**config.mk**
```make
export PLATFORM = sky130hd
export DESIGN_NAME = i2s_capture
export DESIGN_NICKNAME = d
export VERILOG_FILES = /design/src/rtl/i2s_capture.sv
export SDC_FILE = /design/constraint.sdc
export NUM_CORES = 1
export LEC_CHECK = 0
export BUFFER_PORTS_ARGS = -buffer_cell sky130_fd_sc_hd__buf_2
export CAP_MARGIN = 30
export CORE_MARGIN = 2
export CORE_UTILIZATION = 59
export CTS_BUF_LIST = sky130_fd_sc_hd__clkbuf_2
export DETAILED_ROUTE_END_ITERATION = 8
export GPL_ROUTABILITY_DRIVEN = 0
export HOLD_SLACK_MARGIN = 0.03
export PLACE_DENSITY = 0.84
export SLEW_MARGIN = 20
export SYNTH_ARGS = -nofsm -noshare
export SYNTH_HDL_FRONTEND = slang
export SYNTH_SLANG_ARGS = --single-unit
export TNS_END_PERCENT = 10
```
**constraint.sdc**
```tcl
create_clock -name clk -period 1.9 [get_ports clk]
set_input_delay 0.285 -clock clk [delete_from_list [all_inputs] [get_ports clk]]
set_output_delay 0.285 -clock clk [all_outputs]
set_load 0.01 [all_outputs]
```
**src/rtl/i2s_capture.sv**
```systemverilog
// i2s_capture: I2S master receiver capturing one channel of a MEMS microphone stream
module i2s_capture #(
  parameter int DATA_SIZE = 24,
  parameter int CLK_DIV   = 4,
  parameter int CHANNEL   = 0
) (
  input  logic                 clk,
  input  logic                 rst,
  input  logic                 en,
  input  logic                 sd_in,
  output logic                 sck,
  output logic                 ws,
  output logic                 ready_i2s,
  output logic [DATA_SIZE-1:0] audio_data_out
);
  localparam int DW = $clog2(CLK_DIV);
  localparam int SW = DATA_SIZE > 1 ? DATA_SIZE - 1 : 1;
  localparam logic [1:0] IDLE = 2'd0;
  localparam logic [1:0] SYNC = 2'd1;
  localparam logic [1:0] RUN  = 2'd2;
  logic [1:0] state;
  logic [DW-1:0] div_cnt;
  logic [5:0] bit_cnt, bit_nxt;
  logic sd_m, sd_s;
  logic [SW-1:0] shift;
  logic [DATA_SIZE-1:0] shift_nxt;
  logic tick, rise, fall, slot_ok, out_ev;
  // divider terminal count, sck edge events and capture window decode
  always_comb begin
    tick = state != IDLE && div_cnt == DW'(CLK_DIV - 1);
    rise = tick && !sck;
    fall = tick && sck;
    bit_nxt = bit_cnt + 6'd1;
    slot_ok = ws == 1'(CHANNEL) && bit_cnt[4:0] != 5'd0 && bit_cnt[4:0] <= 5'(DATA_SIZE);
    shift_nxt = DATA_SIZE'({shift, sd_s});
    out_ev = rise && slot_ok && bit_cnt[4:0] == 5'(DATA_SIZE) && state == RUN;
  end
  // two-flop synchroniser for the asynchronous microphone data
  always_ff @(posedge clk) begin
    if (rst) {sd_m, sd_s} <= 2'b00;
    else {sd_m, sd_s} <= {sd_in, sd_m};
  end
  // state machine, sck/ws generation and serial shift; dropping en aborts the frame
  always_ff @(posedge clk) begin
    if (rst || !en) begin
      state <= IDLE;
      div_cnt <= '0;
      bit_cnt <= '0;
      sck <= 1'b0;
      ws <= 1'b0;
      shift <= '0;
    end else begin
      state <= state == IDLE ? SYNC : (state == SYNC && fall && bit_cnt == 6'd63) ? RUN : state;
      div_cnt <= (tick || state == IDLE) ? '0 : div_cnt + DW'(1);
      sck <= tick ? !sck : sck;
      bit_cnt <= fall ? bit_nxt : bit_cnt;
      ws <= fall ? bit_nxt[5] : ws;
      shift <= (rise && slot_ok) ? shift_nxt[SW-1:0] : shift;
    end
  end
  // present the completed word with a one-cycle strobe; idle keeps the last sample
  always_ff @(posedge clk) begin
    if (rst) begin
      ready_i2s <= 1'b0;
      audio_data_out <= '0;
    end else begin
      ready_i2s <= en && out_ev;
      audio_data_out <= (en && out_ev) ? shift_nxt : audio_data_out;
    end
  end
endmodule

```
== Word level (Yosys, flattened, before mapping) ==
Index checks and enable logic that the tools add are counted.
Storage, ports and cells
  input port bits: 4
  bits in latches: 0
  memory bits (read-only): 0
  memories: 0
  memory bits (writable): 0
  output and inout bits: 27
  flip-flop bits (word level): 62
Cells by class
  multiply operators: 0
  div/mod/pow operators: 0
  bitwise gates (word level): 1
  multiplexer cells: 2
  shift-type cells: 0
  reduce and logical (&&, ||, !) cells: 21
  add/subtract/negate cells: 2
  equality and inequality tests: 5
  magnitude comparators: 1
Operators by type and width (number)
  1-bit logical AND: 11
  6-bit by 1-bit adder with 6-bit output (second input constant): 1
  6-bit == test (second input constant): 1
  5-bit == test (second input constant): 1
  5-bit <= comparator (second input constant): 1
  5-bit nonzero test: 1
  2-bit == test (second input constant): 2
  2-bit nonzero test: 2
  2-bit OR reduction: 2
  2-bit by 1-bit adder with 2-bit output (second input constant): 1
  2-bit by 1-bit == test with 1-bit output (second input constant): 1
  1-bit logical NOT: 2
  2-bit logical NOT: 1
  1-bit logical OR: 2
  1-bit two-way mux: 2
  1-bit NOT: 1

== Longest topological paths before layout ==
  depth in word-level cells: 7
  gate-level depth with buffers: 6
  depth with buffers taken out: 5

== Worst setup path before layout ==
OpenSTA, ideal clock, no wires.
  path type: flip-flop to flip-flop
  from: register bit_cnt[0]
  to: register shift[10]
  period minus slack after synthesis: 1.745 ns
  data required time: 1.828 ns
  arrival: 1.673 ns
  path slack: 0.155 ns
  cell stages (with the launch flop): 7
  path through: dfxtp_1 > inv_1 > ha_1 > nor4b_1 > a2111oi_4 > buf_6 > mux2i_1
On the way
  longest elaborated chain between the ends: 4
  elaborated cells between the ends (all ways): 5
  those cells by class: 1 x order compare; 4 x reduce/logical
Ends and longest elaborated chain
  start: declaration: line 23  | logic [5:0] bit_cnt, bit_nxt;
  start signal: assignment: line 56  | bit_cnt <= fall ? bit_nxt : bit_cnt;
  branches (longest 2 deep; another with 5-bit <= comparator)
  1-bit logical AND *: line 34  | slot_ok = ws == 1'(CHANNEL) && bit_cnt[4:0] != 5'd0 && bit_cnt[4:0] <= 5'(DATA_SIZE);
  1-bit logical AND *: line 58  | shift <= (rise && slot_ok) ? shift_nxt[SW-1:0] : shift;
  end signal: assignment: line 58
  end: declaration: line 25  | logic [SW-1:0] shift;
Every way passes the cells marked *.
A chain may end at the register's enable or synchronous reset.

== Worst setup path after layout ==
  from: register bit_cnt[0]
  to: register shift[11]
The elaborated chain is that of the path after synthesis.

==> impl_summary.md <==
Timing
The worst slew margin relative to its limit is between 50% and 60%. Setup repair after global routing left no endpoint under its margin. The smallest clock period supported by the final layout is computed as around 1700 ps.

The post-route fraction of the period consumed by the critical path is roughly nine tenths. The total count of max-transition violations in the final report is 0. The worst clock skew on the final layout is between 20 and 25 ps. Summed over all failing endpoints, the final setup total negative slack is 0 ps. At the pin with the least slew margin, the transition time is about 600 ps. Setup violations remaining at the end of the flow were counted as 0.

Static timing analysis puts the maximum clock frequency at between 500 and 600 MHz. The final hold violation count is 0.

Logic synthesis
Of the total synthesized cell area, the portion taken by AND, OR, NAND and NOR gates is between 20% and 30%. Each instance of the synthesized netlist takes up on average just over 10 um2. The async set-reset flop share out of synthesis is 0%. Synthesis inferred 61 register bits. Synthesis produced about 250 cells. The count of yosys warnings during synthesis is 0. The dominant combinational cell family by area after synthesis is simple AND/OR/NAND/NOR gates. The adder-cell share of the synthesized area is between 1 and 1.5%. The share of the Yosys chip area taken by registers is between 40% and 50%. The xor and xnor fraction of the mapped netlist area is under 10%. The post-synthesis mux area share is 18.4%. The complex-gate fraction of the synthesized area is 4.91%. The number of enable-type register cells in the synthesized netlist is 0. The number of nets handed over by synthesis was ~260. The flip-flop cell with the highest count after synthesis is sky130_fd_sc_hd__dfxtp_1. The area of the mapped netlist is approximately 0.0025 mm2. The number of unique standard cell types used by synthesis is 32.

Floorplanning
The standard cell core area is 0.00409 mm2. Pin placement for this block handled 31 I/O pins. The initial core utilization is 62.4%. The width of the die is about 70 um. The floorplan die area is slightly below 0.005 mm2. The die span in y is 69.7 um. The row count is 23.

Run
The count of max-cap constraint violations is 0.

GRT
In the global route stage, overall resource usage came out at a little under a fifth. The number of global-route vias before repair is roughly 1.6k. Entering global routing, the biggest net connects 47 pins. The overflow left after global routing is 0. The number of antenna violations at the first check in global routing was 0. The wire length of the first global-routing pass is between 7000 and 8000 um.

Clock tree
The clock insertion delay at the later pin of the skew report is ~470 ps. The largest buffer count on any clock path is 2. TritonCTS built the clock tree. The cell sitting at the root of the clock tree is a sky130_fd_sc_hd__clkbuf_2.

After clock tree synthesis, the clock-pin slew on the worst setup and hold paths is around 150 ps. TritonCTS created 9 clock buffers. The count of H-tree levels built during CTS is 3. For this design, the sink count on the clock tree is 61.

Placement
The HPWL after detailed placement is between 2000 and 3000 um. Port buffering added 30 buffers.

Route
The post-detailed-route DRC marker count is 0. The final routed wire length divided by cell count is ~13 um. The first routing iteration left 75 violations. The count of nets left with antenna violations once routing finished came out at 0.

The first-pass detailed-route iteration total is 4. The routed design has 4240 um of wire. The final route contains 1763 vias.

The detail-routed via count per cell is ~5.3.

Status
The flow ran to the end, and the final reports show no timing, DRC or antenna violations.

Finish
In the layout the commonest cells are sky130_fd_sc_hd__dfxtp_1 (61), sky130_fd_sc_hd__nand2b_1 (50), sky130_fd_sc_hd__mux2i_1 (47), sky130_fd_sc_hd__nand2_1 (30), sky130_fd_sc_hd__buf_2 (30). For this run, the share of the core covered by cells in the final layout is a little over two thirds. The total inserted antenna cells is 0.

The most common library cell in the layout ignoring fill and taps is sky130_fd_sc_hd__dfxtp_1. After the last flow step, the layout net total stands at 290. The post-route netlist has a little under a fifth of its cells at a drive strength greater than 1.

Relative to the synthesized area, the layout overhead comes to 12.8%.

Pwr
In this run the static leakage power is a little over 1 nW. The maximum ir drop on the vdd rail is 0.456 mV. The power per unit of standard cell area is ~700 mW/mm2.

Critical path
The type of the worst setup path is reg -> reg. STA classifies the critical path endpoint as a flop. The top fanout value on the critical path is 11. Data on the critical path arrives at its endpoint at 2090 ps.

The critical path launch point type is a flop. At the worst endpoint, the required time is 2260 ps.

Min path
The path class of the lowest-slack min-delay path is in -> reg.
-- critical path, cell delays in order, from the launching register on --
cell	delay [ps]
sky130_fd_sc_hd__dfxtp_1	380
sky130_fd_sc_hd__inv_1	70
sky130_fd_sc_hd__ha_1	180
sky130_fd_sc_hd__nor4b_1	480
sky130_fd_sc_hd__a2111oi_4	50
sky130_fd_sc_hd__buf_4	180
sky130_fd_sc_hd__clkbuf_16	170
sky130_fd_sc_hd__mux2i_1	120
-- area by class of cell --
cell class | count | area (um2)
inverter | 4 | 15.0
clock inverter | 4 | 42.5
timing repair buffer | 38 | 255
clock buffer | 9 | 45.0
sequential | 61 | 1220
tap | 50 | 62.6
multi-input combinational | 169 | 1230
fill | 321 | 1210
-- through the flow --
step           worst slack (ps)  instances  total power [mW]  hold WS, ps  cell area [um2]
2_1_floorplan               155        248              1.35          407             2550
3_5_place_dp                108        319              1.36          428             2740
5_1_grt                    68.3        335              2.11         66.2             2880
3_3_place_gp                212        319              1.36          418             2740
4_1_cts                    65.9        333              2.05         39.6             2840
6_report                    170        335              2.03         63.9             2880
-- state kept, by name, indices dropped and copies added (netlist names), 2 cells and up --
| name | flops |
|---|---|
| state | 2 |
| bit_cnt | 5 |
| shift | 23 |
| audio_data_out | 24 |
| div_cnt | 2 |
-- routing by layer --
metal | vias to the layer above | track usage [%] | part of all wire [%]
met3 | 18 | 4.22 | 3.7
met5 | - | 0 | 0
met4 | 0 | 11.8 | 3.4
met2 | 38 | 27.5 | 43
li1 | 911 | - | -
met1 | 796 | 24.2 | 50
-- cells in the mapped netlist, types with 2 or more instances --
cell type                  number  area share, %
sky130_fd_sc_hd__dfxtp_1       61             48
sky130_fd_sc_hd__nand2b_1      50             12
sky130_fd_sc_hd__mux2i_1       47             18
sky130_fd_sc_hd__nand2_1       30            4.4
sky130_fd_sc_hd__clkbuf_1       8            1.2
sky130_fd_sc_hd__a21oi_1        4           0.79
sky130_fd_sc_hd__buf_6          4            1.8
sky130_fd_sc_hd__inv_1          4           0.59
sky130_fd_sc_hd__nor2_1         4           0.59
sky130_fd_sc_hd__ha_1           3            1.5
sky130_fd_sc_hd__nor2b_1        3           0.74
sky130_fd_sc_hd__nor4_1         3           0.74
sky130_fd_sc_hd__o21a_1         3           0.88
sky130_fd_sc_hd__nand3_1        2           0.39
sky130_fd_sc_hd__nor4b_1        2           0.69
sky130_fd_sc_hd__o31ai_1        2           0.59
sky130_fd_sc_hd__or4_1          2           0.59
sky130_fd_sc_hd__xor2_1         2           0.69
-- final timing paths --
check        slack (ps)       start         to  cells after the start
min                  60         rst       sd_m                      2
max                 170  bit_cnt[0]  shift[11]                      7
max reg2reg         170  bit_cnt[0]  shift[11]                      7
min reg2reg         460        sd_m       sd_s                      1
-- cell families after synthesis --
group / after synthesis
and+or+nand+nor: 101
DFF: 61
muxes: 47
buffers and inverters: 18
AOI/OAI and AO/OA: 15
xor gates and xnor gates: 3
adders and majority gates: 3
-- report_power, final --
group          internal (mW)  switching, mW  total [mW]
Combinational         0.0246         0.0274      0.0520
Clock                  0.273          0.420       0.694
Sequential              1.28        0.00337        1.29
Total                   1.58          0.451        2.03
-- what timing repair did --
action                     CTS  global route
gates resized for setup      0             1
hold endpoints to repair     1             0
setup endpoints to repair    0            12
buffers inserted             0             1
hold buffers                 1             0
Power figures use the tool's default switching activity.
